File: config.mk
export PLATFORM = sky130hd
export DESIGN_NAME = pipeline_fetch_unit_flat
export DESIGN_NICKNAME = d
export VERILOG_FILES = /design/src/rtl/pipeline_fetch_unit_if.sv /design/src/rtl/pipeline_fetch_unit.sv /design/src/flat_wrapper.sv
export SDC_FILE = /design/constraint.sdc
export NUM_CORES = 1
export LEC_CHECK = 0
export BUFFER_PORTS_ARGS = -buffer_cell sky130_fd_sc_hd__buf_2
export CAP_MARGIN = 15
export CELL_PAD_IN_SITES_DETAIL_PLACEMENT = 1
export CELL_PAD_IN_SITES_GLOBAL_PLACEMENT = 2
export CORE_ASPECT_RATIO = 0.5
export CORE_UTILIZATION = 25
export DETAILED_ROUTE_END_ITERATION = 10
export PLACE_DENSITY_LB_ADDON = 0.1
export SLEW_MARGIN = 20
export SYNTH_ARGS = -nofsm -noshare
export SYNTH_HDL_FRONTEND = slang
export SYNTH_SLANG_ARGS = --single-unit
File: constraint.sdc
create_clock -name clk -period 5.7 [get_ports clk]
set_input_delay 0.285 -clock clk [delete_from_list [all_inputs] [get_ports clk]]
set_output_delay 0.285 -clock clk [all_outputs]
set_load 0.005 [all_outputs]
File: src/rtl/pipeline_fetch_unit_if.sv
// Fetch-stage bus bundle: redirect input, instruction-memory req/gnt/rvalid port and the ID valid/ready port.
// if_fault is present only when IF_MISALIGN_TRAP_EN is defined.
interface pipeline_fetch_unit_if #(
  parameter int unsigned XLEN = 64,
  parameter int unsigned ILEN = 32
);
  logic            redirect_valid;
  logic [XLEN-1:0] redirect_pc;
  logic            im_req;
  logic [XLEN-1:0] im_addr;
  logic            im_gnt;
  logic            im_rvalid;
  logic [ILEN-1:0] im_rdata;
  logic            if_valid;
  logic            if_ready;
  logic [XLEN-1:0] if_pc;
  logic [ILEN-1:0] if_instr;
`ifdef IF_MISALIGN_TRAP_EN
  logic            if_fault;

  modport master (
    input  redirect_valid, redirect_pc, im_gnt, im_rvalid, im_rdata, if_ready,
    output im_req, im_addr, if_valid, if_pc, if_instr, if_fault
  );
  modport slave (
    output redirect_valid, redirect_pc, im_gnt, im_rvalid, im_rdata, if_ready,
    input  im_req, im_addr, if_valid, if_pc, if_instr, if_fault
  );
`else
  modport master (
    input  redirect_valid, redirect_pc, im_gnt, im_rvalid, im_rdata, if_ready,
    output im_req, im_addr, if_valid, if_pc, if_instr
  );
  modport slave (
    output redirect_valid, redirect_pc, im_gnt, im_rvalid, im_rdata, if_ready,
    input  im_req, im_addr, if_valid, if_pc, if_instr
  );
`endif
endinterface

File: src/rtl/pipeline_fetch_unit.sv
// Instruction-fetch stage: credit-limited in-flight requests, FWFT fetch buffer, redirect flush with stale-response drop.
// Optional misaligned-redirect fault entry selected by IF_MISALIGN_TRAP_EN.
module pipeline_fetch_unit #(
  parameter int unsigned     XLEN       = 64,
  parameter int unsigned     ILEN       = 32,
  parameter logic [XLEN-1:0] RESET_PC   = '0,
  parameter int unsigned     FIFO_DEPTH = 4
) (
  input logic                   clk,
  input logic                   reset,
  pipeline_fetch_unit_if.master bus
);
  localparam int unsigned     CW      = $clog2(FIFO_DEPTH + 1);
  localparam int unsigned     AW      = $clog2(FIFO_DEPTH);
  localparam logic [XLEN-1:0] STEP    = XLEN'(4);
  localparam logic [CW:0]     DEPTH_W = (CW+1)'(FIFO_DEPTH);

  logic [XLEN-1:0] fetch_pc, resp_pc, target_pc, push_pc;
  logic [ILEN-1:0] push_instr;
  logic [CW-1:0]   count, outstanding, drop_cnt, outstanding_next;
  logic [AW-1:0]   wr_ptr, rd_ptr;
  logic [XLEN-1:0] pc_mem    [FIFO_DEPTH];
  logic [ILEN-1:0] instr_mem [FIFO_DEPTH];
  logic            credit_ok, halted, accept, drop, push_resp, push, pop;

`ifdef IF_MISALIGN_TRAP_EN
  logic fault_mem [FIFO_DEPTH];
  logic fault_pending, misaligned;

  assign target_pc  = bus.redirect_pc;
  assign misaligned = |bus.redirect_pc[1:0];
  // A pending fault entry replaces the memory response path for its one push cycle.
  assign push       = !bus.redirect_valid && (fault_pending || push_resp);
  assign push_instr = fault_pending ? '0 : bus.im_rdata;
  assign bus.if_fault = fault_mem[rd_ptr];
`else
  assign target_pc  = bus.redirect_pc & ~XLEN'(3);
  assign halted     = 1'b0;
  assign push       = !bus.redirect_valid && push_resp;
  assign push_instr = bus.im_rdata;
`endif

  assign push_pc   = resp_pc;
  assign credit_ok = ({1'b0, count} + {1'b0, outstanding}) < DEPTH_W;
  assign accept    = bus.im_req && bus.im_gnt;
  assign drop      = bus.im_rvalid && (drop_cnt != '0);
  assign push_resp = bus.im_rvalid && (drop_cnt == '0);
  assign pop       = bus.if_valid && bus.if_ready;
  assign outstanding_next = outstanding + CW'(accept) - CW'(bus.im_rvalid);

  assign bus.im_req   = !reset && !bus.redirect_valid && !halted && credit_ok;
  assign bus.im_addr  = fetch_pc;
  assign bus.if_valid = !reset && !bus.redirect_valid && (count != '0);
  assign bus.if_pc    = pc_mem[rd_ptr];
  assign bus.if_instr = instr_mem[rd_ptr];

  always_ff @(posedge clk) begin
    if (reset) begin
      fetch_pc    <= RESET_PC;
      resp_pc     <= RESET_PC;
      count       <= '0;
      wr_ptr      <= '0;
      rd_ptr      <= '0;
      outstanding <= '0;
      drop_cnt    <= '0;
`ifdef IF_MISALIGN_TRAP_EN
      halted        <= 1'b0;
      fault_pending <= 1'b0;
`endif
    end else if (bus.redirect_valid) begin
      // Everything still in flight after this edge belongs to the old stream.
      fetch_pc    <= target_pc;
      resp_pc     <= target_pc;
      count       <= '0;
      wr_ptr      <= '0;
      rd_ptr      <= '0;
      outstanding <= outstanding_next;
      drop_cnt    <= outstanding_next;
`ifdef IF_MISALIGN_TRAP_EN
      halted        <= misaligned;
      fault_pending <= misaligned;
`endif
    end else begin
      outstanding <= outstanding_next;
      count       <= count + CW'(push) - CW'(pop);
      if (accept)    fetch_pc <= fetch_pc + STEP;
      if (drop)      drop_cnt <= drop_cnt - CW'(1);
      if (push)      wr_ptr   <= wr_ptr + AW'(1);
      if (pop)       rd_ptr   <= rd_ptr + AW'(1);
`ifdef IF_MISALIGN_TRAP_EN
      if (push_resp && !fault_pending) resp_pc <= resp_pc + STEP;
      fault_pending <= 1'b0;
`else
      if (push_resp) resp_pc <= resp_pc + STEP;
`endif
    end
  end

  always_ff @(posedge clk) begin
    if (!reset && push) begin
      pc_mem[wr_ptr]    <= push_pc;
      instr_mem[wr_ptr] <= push_instr;
`ifdef IF_MISALIGN_TRAP_EN
      fault_mem[wr_ptr] <= fault_pending;
`endif
    end
  end
endmodule

File: src/flat_wrapper.sv
// flat-port wrapper written by rule: the top's interface ports become plain ports
module pipeline_fetch_unit_flat 
#(
  parameter int unsigned     XLEN       = 64,
  parameter int unsigned     ILEN       = 32,
  parameter logic [XLEN-1:0] RESET_PC   = '0,
  parameter int unsigned     FIFO_DEPTH = 4
)
  (clk, reset, bus_redirect_valid, bus_redirect_pc, bus_im_gnt, bus_im_rvalid, bus_im_rdata, bus_if_ready, bus_im_req, bus_im_addr, bus_if_valid, bus_if_pc, bus_if_instr);
  pipeline_fetch_unit_if #(.XLEN(XLEN), .ILEN(ILEN)) bus_i ();
  input logic clk;
  input logic reset;
  input wire logic [$bits(bus_i.redirect_valid)-1:0] bus_redirect_valid;
  input wire logic [$bits(bus_i.redirect_pc)-1:0] bus_redirect_pc;
  input wire logic [$bits(bus_i.im_gnt)-1:0] bus_im_gnt;
  input wire logic [$bits(bus_i.im_rvalid)-1:0] bus_im_rvalid;
  input wire logic [$bits(bus_i.im_rdata)-1:0] bus_im_rdata;
  input wire logic [$bits(bus_i.if_ready)-1:0] bus_if_ready;
  output wire logic [$bits(bus_i.im_req)-1:0] bus_im_req;
  output wire logic [$bits(bus_i.im_addr)-1:0] bus_im_addr;
  output wire logic [$bits(bus_i.if_valid)-1:0] bus_if_valid;
  output wire logic [$bits(bus_i.if_pc)-1:0] bus_if_pc;
  output wire logic [$bits(bus_i.if_instr)-1:0] bus_if_instr;
  assign bus_i.redirect_valid = bus_redirect_valid;
  assign bus_i.redirect_pc = bus_redirect_pc;
  assign bus_i.im_gnt = bus_im_gnt;
  assign bus_i.im_rvalid = bus_im_rvalid;
  assign bus_i.im_rdata = bus_im_rdata;
  assign bus_i.if_ready = bus_if_ready;
  assign bus_im_req = bus_i.im_req;
  assign bus_im_addr = bus_i.im_addr;
  assign bus_if_valid = bus_i.if_valid;
  assign bus_if_pc = bus_i.if_pc;
  assign bus_if_instr = bus_i.if_instr;
  pipeline_fetch_unit #(.XLEN(XLEN), .ILEN(ILEN), .RESET_PC(RESET_PC), .FIFO_DEPTH(FIFO_DEPTH)) u_core (.clk(clk), .reset(reset), .bus(bus_i));
endmodule
### After elaboration in Yosys (flattened, before gate mapping)

Memory sizes are Yosys's and may differ from the RTL's. A register that Yosys moved wholly into a read port is not among the register bits.
Cells that the tools add are included.

| word-level totals | value |
|---|---|
| memories kept | 2 |
| input bits | 102 |
| memory bits (writable) | 384 |
| logic and storage cells | 52 |
| register bits after elaboration | 141 |

Memories:

| memory | words | bits a word | read ports | clocked after memory_dff | wr ports | RTL line | text |
|---|---|---|---|---|---|---|---|
| u_core.pc_mem | 4 | 64 | 1 | 1 | 1 | pipeline_fetch_unit.sv:22 | `logic [XLEN-1:0] pc_mem [FIFO_DEPTH];` |
| u_core.instr_mem | 4 | 32 | 1 | 1 | 1 | pipeline_fetch_unit.sv:23 | `logic [ILEN-1:0] instr_mem [FIFO_DEPTH];` |

| cells by class | value |
|---|---|
| add/sub/neg operators | 10 |
| mux-type cells | 12 |
| reductions and logical operators | 18 |
| $lt $le $gt $ge | 1 |

Operator list:

| operator | count |
|---|---|
| $mux W64 | 4 |
| $add A64 B3 Y64 const B | 2 |
| $logic_and A1 B1 Y1 | 9 |
| $mux W2 | 4 |
| $add A3 B1 Y3 | 2 |
| $mux W3 | 2 |
| $reduce_bool A2 Y1 | 3 |
| $reduce_bool A3 Y1 | 2 |
| $sub A3 B1 Y3 | 2 |
| $add A2 B1 Y2 const B | 2 |
| $add A3 B3 Y4 | 1 |
| $lt A4 B3 Y1 const B | 1 |
| $logic_not A3 Y1 | 1 |
| $sub A3 B1 Y3 const B | 1 |
| $logic_not A1 Y1 | 2 |
| $mux W1 | 2 |
| $reduce_or A2 Y1 | 1 |

### Depth between registers and ports, before layout

Gate-level depths: netlist of the first run.

| logic depth | value |
|---|---|
| depth in word-level cells | 7 |
| gate-level depth with buffers | 13 |
| mapped depth without buffers | 10 |

### Worst setup path before layout of the first run

No wires, ideal clock.

| timing | value |
|---|---|
| path kind | register to register |
| start | reg u_core.drop_cnt[0] |
| end | mem u_core.instr_mem[0][0] (enable) |
| buffers on the path | 2 |
| arrival time | 3.438 ns |
| period minus slack after synthesis | 3.902 ns |
| path slack | 1.798 ns |
| data required time | 5.236 ns |
| stages on the path, launching flop included | 7 |
| path through | dfxtp_1 -> inv_1 -> ha_1 -> and3b_1 -> clkbuf_1 -> clkbuf_1 -> and3_1 |

| on the way | value |
|---|---|
| longest elaborated chain between the ends | 6 |

RTL lines:

| element | RTL line | text |
|---|---|---|
| start: declaration | pipeline_fetch_unit.sv:20 | `logic [CW-1:0] count, outstanding, drop_cnt, outstanding_next;` |
| start signal: assignment | pipeline_fetch_unit.sv:78 | `drop_cnt <= outstanding_next;` |
| start signal: assignment | pipeline_fetch_unit.sv:87 | `if (drop) drop_cnt <= drop_cnt - CW'(1);` |
| $logic_not A3 Y1 | pipeline_fetch_unit.sv:47 | `assign push_resp = bus.im_rvalid && (drop_cnt == '0);` |
| $logic_and A1 B1 Y1 | pipeline_fetch_unit.sv:47 |  |
| $logic_and A1 B1 Y1 | pipeline_fetch_unit.sv:39 | `assign push = !bus.redirect_valid && push_resp;` |
| $logic_and A1 B1 Y1 | pipeline_fetch_unit.sv:100 | `if (!reset && push) begin` |
| $mux W1 | pipeline_fetch_unit.sv:100 |  |
| $mux W1 (implied by the code) | pipeline_fetch_unit.sv:102 | `instr_mem[wr_ptr] <= push_instr;` |
| end: declaration | pipeline_fetch_unit.sv:23 |  |

Every way passes these cells.

### Final worst setup path of the first run

| timing | value |
|---|---|
| start | reg u_core.resp_pc[16], in the netlist u_core.push_pc[16] |
| end | reg u_core.resp_pc[56], in the netlist u_core.push_pc[56] |

| on the way | value |
|---|---|
| longest elaborated chain between the ends | 3 |

RTL lines:

| element | RTL line | text |
|---|---|---|
| start: declaration | pipeline_fetch_unit.sv:18 | `logic [XLEN-1:0] fetch_pc, resp_pc, target_pc, push_pc;` |
| start signal: assignment | pipeline_fetch_unit.sv:73 | `resp_pc <= target_pc;` |
| start signal: assignment | pipeline_fetch_unit.sv:94 | `if (push_resp) resp_pc <= resp_pc + STEP;` |
| $add A64 B3 Y64 | pipeline_fetch_unit.sv:94 |  |
| $mux W64 | pipeline_fetch_unit.sv:94 |  |
| $mux W64 | pipeline_fetch_unit.sv:70 | `end else if (bus.redirect_valid) begin` |

Every way passes these cells. The select of a mux whose other input is x is not followed.
A chain may end at the register's enable or synchronous reset.

==> results of run 1 <==
-- worst min-delay path: cells and delay by family --
kind | cells | cell delay (ns)
buffers and inverters | 1 | 0.08
AOI/OAI and AO/OA | 1 | 0.20
and+or+nand+nor | 1 | 0.07
-- power by group --
part / total (mW) / internal (mW) / switching (mW)
Clock: 3.60 / 1.99 / 1.61
Combinational: 0.593 / 0.244 / 0.348
Sequential: 4.32 / 4.14 / 0.176
Total: 8.51 / 6.37 / 2.13
-- final timing paths --
path,to,start
max reg2reg,u_core.push_pc[56],u_core.push_pc[16]
min,u_core.bus.im_addr[2],bus_redirect_pc[2]
min reg2reg,u_core.wr_ptr[1],u_core.wr_ptr[1]
max,u_core.push_pc[56],u_core.push_pc[16]
-- cell families (layout without fill, tap and decap cells) --
family,after synthesis,after routing,share of synthesized area (%)
flops,515,515,64.0
simple gates,515,515,13.0
compound gates,236,236,7.64
buf+inv,124,478,2.25
mux,98,98,9.82
xor+xnor,59,59,2.35
fa+ha+maj,16,16,0.978
other cells,1,6,0.0170
-- per-layer routing --
layer / vias to the layer above / track usage, % / wire length (um)
met5: - / 0 / 13
met2: 225 / 26.6 / 34700
met1: 7785 / 24.4 / 37800
met3: 87 / 2.36 / 2370
li1: 6879 / - / -
met4: 2 / 4.01 / 1380
-- placed cells by master (no fill, tap or decap), types with 8 or more instances in the layout --
cell type	netlist	routed
dfxtp_1	139	137
o211ai_1	24	24
nor4_1	31	30
inv_1	29	28
and3_1	30	26
o21ai_0	24	24
or3_1	17	17
clkinv_1	1	13
nand3_1	64	64
a21boi_0	22	22
nand2_1	100	100
buf_4	4	25
a311oi_1	8	8
buf_2	5	256
clkbuf_16	0	53
dlygate4sd3_1	0	65
ha_1	14	14
edfxtp_1	376	376
xor2_1	27	27
nor2_1	83	81
nor3_1	23	23
clkinv_2	0	15
nand4_1	69	69
mux4_2	94	94
xnor2_1	32	32
and2_1	12	12
o21a_1	14	14
and4_1	20	20
a22oi_1	9	9
o311ai_0	10	10
a21oi_1	31	31
or4_1	28	28
a211oi_1	32	32
a31oi_1	24	24
-- through the flow --
step | setup WS, ns | power, mW | hold slack (ns) | instances
floorplan | 1.80 | 4.62 | 0.384 | 1567
global placement | 2.21 | 4.96 | 0.503 | 2927
detailed placement | 2.17 | 4.97 | 0.505 | 2927
CTS | 2.16 | 8.65 | 0.00236 | 3091
global route | 1.98 | 8.85 | 0.0217 | 3092
finish | 2.13 | 8.51 | 0.0593 | 3093
-- what timing repair did --
action,CTS,global route
endpoints found under the setup margin,0,0
buffers inserted,0,0
hold endpoints to repair,175,0
hold buffers,65,0
-- flip-flops by register name, summed over array words and instances (netlist names), named ones only --
name / cells
u_core.rd_ptr: 2
u_core.wr_ptr: 2
u_core.pc_mem: 248
u_core.outstanding: 3
u_core.count: 3
u_core.instr_mem: 128
u_core.bus.im_addr: 62
u_core.push_pc: 62
u_core.drop_cnt: 3
-- cell type report --
type                    count  area [um^2]  share of cell area, %
well taps                1170         1460                   5.41
diodes                      2         5.00                 0.0185
inverters                  30          115                  0.426
flip-flops and latches    515        14100                   52.1
multi-input cells         928         7470                   27.6
repair buffers            349         2180                   8.06
clock inverters            40          382                   1.41
clock buffers              59         1350                   4.99
==> flow_summary.yaml, run 1 <==
status:
  status: "finished clean"
timing:
  rsz0062_at_grt: "false"
  setup_viol: 0
  tns_ns: 0
  hold_viol_final: 0
  finalMaxSlewViolations: 0
  fin_crit_sh_pct: 62.6
  max_freq_mhz: 280
  period_needed_ns: 3.57
  maxSlewHeadroom_pct: 30.5
  skew_ns: 0.0246
  worst_slew_pin_slew_ns: 1.03
detailed_routing:
  drt_wl_total_um: 76200
  drt-initial-drc-count: 925
  wl_per_cell_um: 24.6
  vias_per_cell: 4.84
  dr.pass1.iters: 5
  vias: 15000
  ant_nets: 0
  post-route-drc-count: 0
cts:
  htree_num_levels: 2
  clockRootBuffer: "clkbuf_16"
  cts-buffers-inserted: 53
  clkTransAtPathRegs_ns: 0.07
  cts_resized: 0
  insertion_delay_ns: 0.63
  cts_tree: "done"
  cts_sinks: 515
  clock_path_buffers: 3
setup_path:
  arrival_ns: 4.09
  crit_type: "reg -> reg"
  crit_slowest_cell: "nor4_4"
  startpoint_type: "flip-flop"
  required_ns: 6.22
  cp-end-kind: "flip-flop"
  path_cells: "nand4_1, nor4_4, nand4_1, or4_1, a311oi_1"
  reg2reg_depth: 5
  crit_cells: 5
  cpLargestDelayFamily: "simple AND/OR/NAND/NOR gates"
  critPathMostFrequentCell: "nand4_1"
  worst-path-max-fanout: 13
  cpPeakStageDelay_ns: 0.73
  crit_buf_inv: 0
  r2r_setup_slack_ns: 2.13
global_route:
  antenna_found_initial: 4
  grt_use_total_pct: 16.9
  grt_pass1_vias: 15500
  grt_first_pass_wirelength_um: 111000
  grt_max_degree: 62
  grt-ovfl-total: 0
die:
  io_pins: 264
  dieHeight_um: 212
  die_width_um: 421
  dieArea_um2: 89200
  core_um2: 86600
  num_rows: 76
  start_util_pct: 25.4
cells_and_area:
  area_growth_pct: 23.0
  fin_util_pct: 31.2
  fill_cells: 9280
  drive_gt1_share_pct: 25.7
  final_net_count: 1995
  final_area_um2: 27000
synthesis:
  synthArstFlopShare_pct: 0
  yosys.area.top_type: "edfxtp_1"
  ys_seq_area_share_pct: 64.0
  synthFlopType: "edfxtp_1"
  ys_warn_count: 0
  yosysUniqueCellTypes: 78
  syn-instance-count: 1564
  yosys-top-cells-count: "376 x edfxtp_1, 139 x dfxtp_1, 100 x nand2_1, 94 x mux4_2, 83 x nor2_1"
  synth_edf_count: 376
  synth_most_common_cell: "edfxtp_1"
  synth_seq_cells: 515
  syn_area_um2: 22000
  synthTopCellsByArea: "edfxtp_1 51%, dfxtp_1 13%, mux4_2 9.6%"
  synth.avg_cell_area_um2: 14.1
  yosys.area.top_type_share_pct: 51.3
placed_design:
  postPlaceCellArea_um2: 24700
  routabilityCongestion: 0.745
  io_buffers: 257
  hpwl_um: 51700
power:
  powerDensity_nw_per_um2: 315
  peakVddDrop_v: 0.000213
  cellLeakagePower_nw: 8.86
worst_hold_path:
  hp-class: "in -> reg"
  worstHoldPathCells: 3
run:
  max_cap_violations: 0
Power figures use the tool's default switching activity.
==> inputs of run 2 (changes only) <==
==> constraint.sdc (replaced) <==
create_clock -name clk -period 3.5 [get_ports clk]
set_input_delay 0.175 -clock clk [delete_from_list [all_inputs] [get_ports clk]]
set_output_delay 0.175 -clock clk [all_outputs]
set_load 0.005 [all_outputs]
==> run 2 against run 1 <==
  * Die area unchanged
  * Global-route usage increased by 0.13 points
  * Via count increased by 0.42%
  * Critical endpoint unchanged
  * First-iteration DRC count grew 1.6%
  * Highest routed layer is now met4
==> flow_summary.yaml, run 2 (synthesized netlist as in run 1, its figures left out) <==
cells_and_area:
  reg_top3: "u_core.pc_mem: 248 flops, u_core.instr_mem: 128 flops"
  top_register: "u_core.pc_mem"
  diodes: 0
  area_growth_pct: 26.6
  final_area_um2: 27800
  drive_gt1_share_pct: 27.1
  final_net_count: 2056
  largest_register_ffs: 248
  final_common_cell: "edfxtp_1"
  final_cell_mix: "376 x edfxtp_1, 256 x buf_2, 137 x dfxtp_1"
setup_path:
  crit_buf_inv: 2
  path_cells: "nand4_1, nor4_4, buf_4, nand4_1, buf_4, or4_1, a311oi_1"
  cpPeakStageDelay_ns: 0.61
  r2r_setup_slack_ns: 0.76
  crit_slowest_cell: "dfxtp_1"
  worstReg2RegStart: "u_core.push_pc[16]"
  cpLargestDelayFamily: "simple AND/OR/NAND/NOR gates"
  reg2reg_depth: 7
  worst-path-max-fanout: 13
  arrival_ns: 3.26
  crit_type: "reg -> reg"
  worst_r2r_endpoint: "u_core.push_pc[56]"
  cp-end-kind: "flip-flop"
  required_ns: 4.02
  startpoint_type: "flip-flop"
global_route:
  grt_use_total_pct: 17.0
  grt-ovfl-total: 0
  antenna_found_initial: 0
  grt_max_degree: 70
  grt_first_pass_wirelength_um: 112000
  grt_pass1_vias: 15700
die:
  io_pins: 264
  die_width_um: 421
  dieHeight_um: 212
  core_um2: 86600
  num_rows: 76
  start_util_pct: 25.4
  dieArea_um2: 89200
cts:
  htree_num_levels: 2
  insertion_delay_ns: 0.62
  cts_tree: "done"
  clockRootBuffer: "clkbuf_16"
  cts_sinks: 515
  cts_hold_buf: 83
  clkTransAtPathRegs_ns: 0.07
  cts-buffers-inserted: 53
  clock_path_buffers: 3
  postCtsSetupBuffers: 0
  cts_resized: 0
detailed_routing:
  vias_per_cell: 4.77
  drt_wl_total_um: 76700
  drt-initial-drc-count: 940
  ant_nets: 0
  wl_per_cell_um: 24.3
  vias: 15000
  dr.pass1.iters: 5
  post-route-drc-count: 0
power:
  cellLeakagePower_nw: 9.23
  powerDensity_nw_per_um2: 511
  peakVddDrop_v: 0.000369
  power_mw: 14.2
timing:
  max_freq_mhz: 365
  finalMaxSlewViolations: 0
  skew_ns: 0.0167
  setup_viol: 0
  fin_crit_sh_pct: 78.2
  period_needed_ns: 2.74
  worst_hold_slack_ns: 0.0299
  maxSlewHeadroom_pct: 46.7
  tns_ns: 0
  hold_viol_final: 0
  rsz0062_at_grt: "false"
  worst_slew_pin_slew_ns: 0.791
run:
  max_cap_violations: 0
placed_design:
  io_buffers: 257
  routabilityCongestion: 0.766
  postPlaceCellArea_um2: 25200
  hpwl_um: 53300
status:
  status: "finished clean"
worst_hold_path:
  worstHoldPathCells: 3
  hp-class: "in -> reg"
  hold_end: "u_core.push_pc[53]"
  hold_path_startpoint: "bus_redirect_pc[53]"
## run 2: worst max path at each step
| stage | startpoint | end | slack [ns] | cells after the start |
|---|---|---|---|---|
| 3_5_place_dp | u_core.bus.im_addr[7] | u_core.bus.im_addr[49] | 0.76 | 6 |
| 2_1_floorplan | u_core.outstanding[2] | u_core.drop_cnt[2] | 0.38 | 13 |
| 3_3_place_gp | u_core.bus.im_addr[8] | u_core.bus.im_addr[49] | 0.76 | 6 |
| 5_1_grt | u_core.push_pc[16] | u_core.push_pc[60] | 0.48 | 7 |
| 6_report | u_core.push_pc[16] | u_core.push_pc[56] | 0.76 | 7 |
| 4_1_cts | u_core.bus.im_addr[8] | u_core.bus.im_addr[49] | 0.73 | 6 |
## run 2: per-layer routing
metal  GRT usage (%)  share of wire (%)  routed length (um)  vias up
met1            24.4                 49               37800     7814
met2            27.4                 47               35700      157
met4            3.31                1.5                1140        0
li1                -                  -                   -     6997
met5               0                  0                   0        -
met3            2.40                2.7                2040       73
## run 2: stage by stage
stage	instances	util [%]	setup slack [ns]
after floorplan	1567	-	0.380
after global placement	2970	29.0	0.761
after detailed placement	2970	29.0	0.756
after CTS	3152	32.1	0.726
after global routing	3152	32.1	0.479
final	3152	32.1	0.763
## run 2: worst reg2reg max path: cells and delay by family (launching register included)
family | cells | cell delay, ns
AO/OA/AOI/OAI | 1 | 0.27
buffers and inverters | 2 | 0.44
flip-flops | 1 | 0.61
AND/OR/NAND/NOR | 4 | 1.33
## run 2: power by group
| part | switching, mW | internal, mW | total (mW) | leakage [nW] |
|---|---|---|---|---|
| combinational | 0.625 | 0.444 | 1.07 | 3.77 |
| sequential | 0.240 | 6.74 | 6.98 | 4.58 |
| clock | 2.61 | 3.56 | 6.17 | 0.876 |
## run 2: cell type report
type                       count  area (um^2)
multi-input combinational    928         7470
clock buffer                  60         1360
fill                        9191        58800
clock inverter                39          499
timing repair buffer         410         2860
tap                         1170         1460
inverter                      30          115
sequential                   515        14100
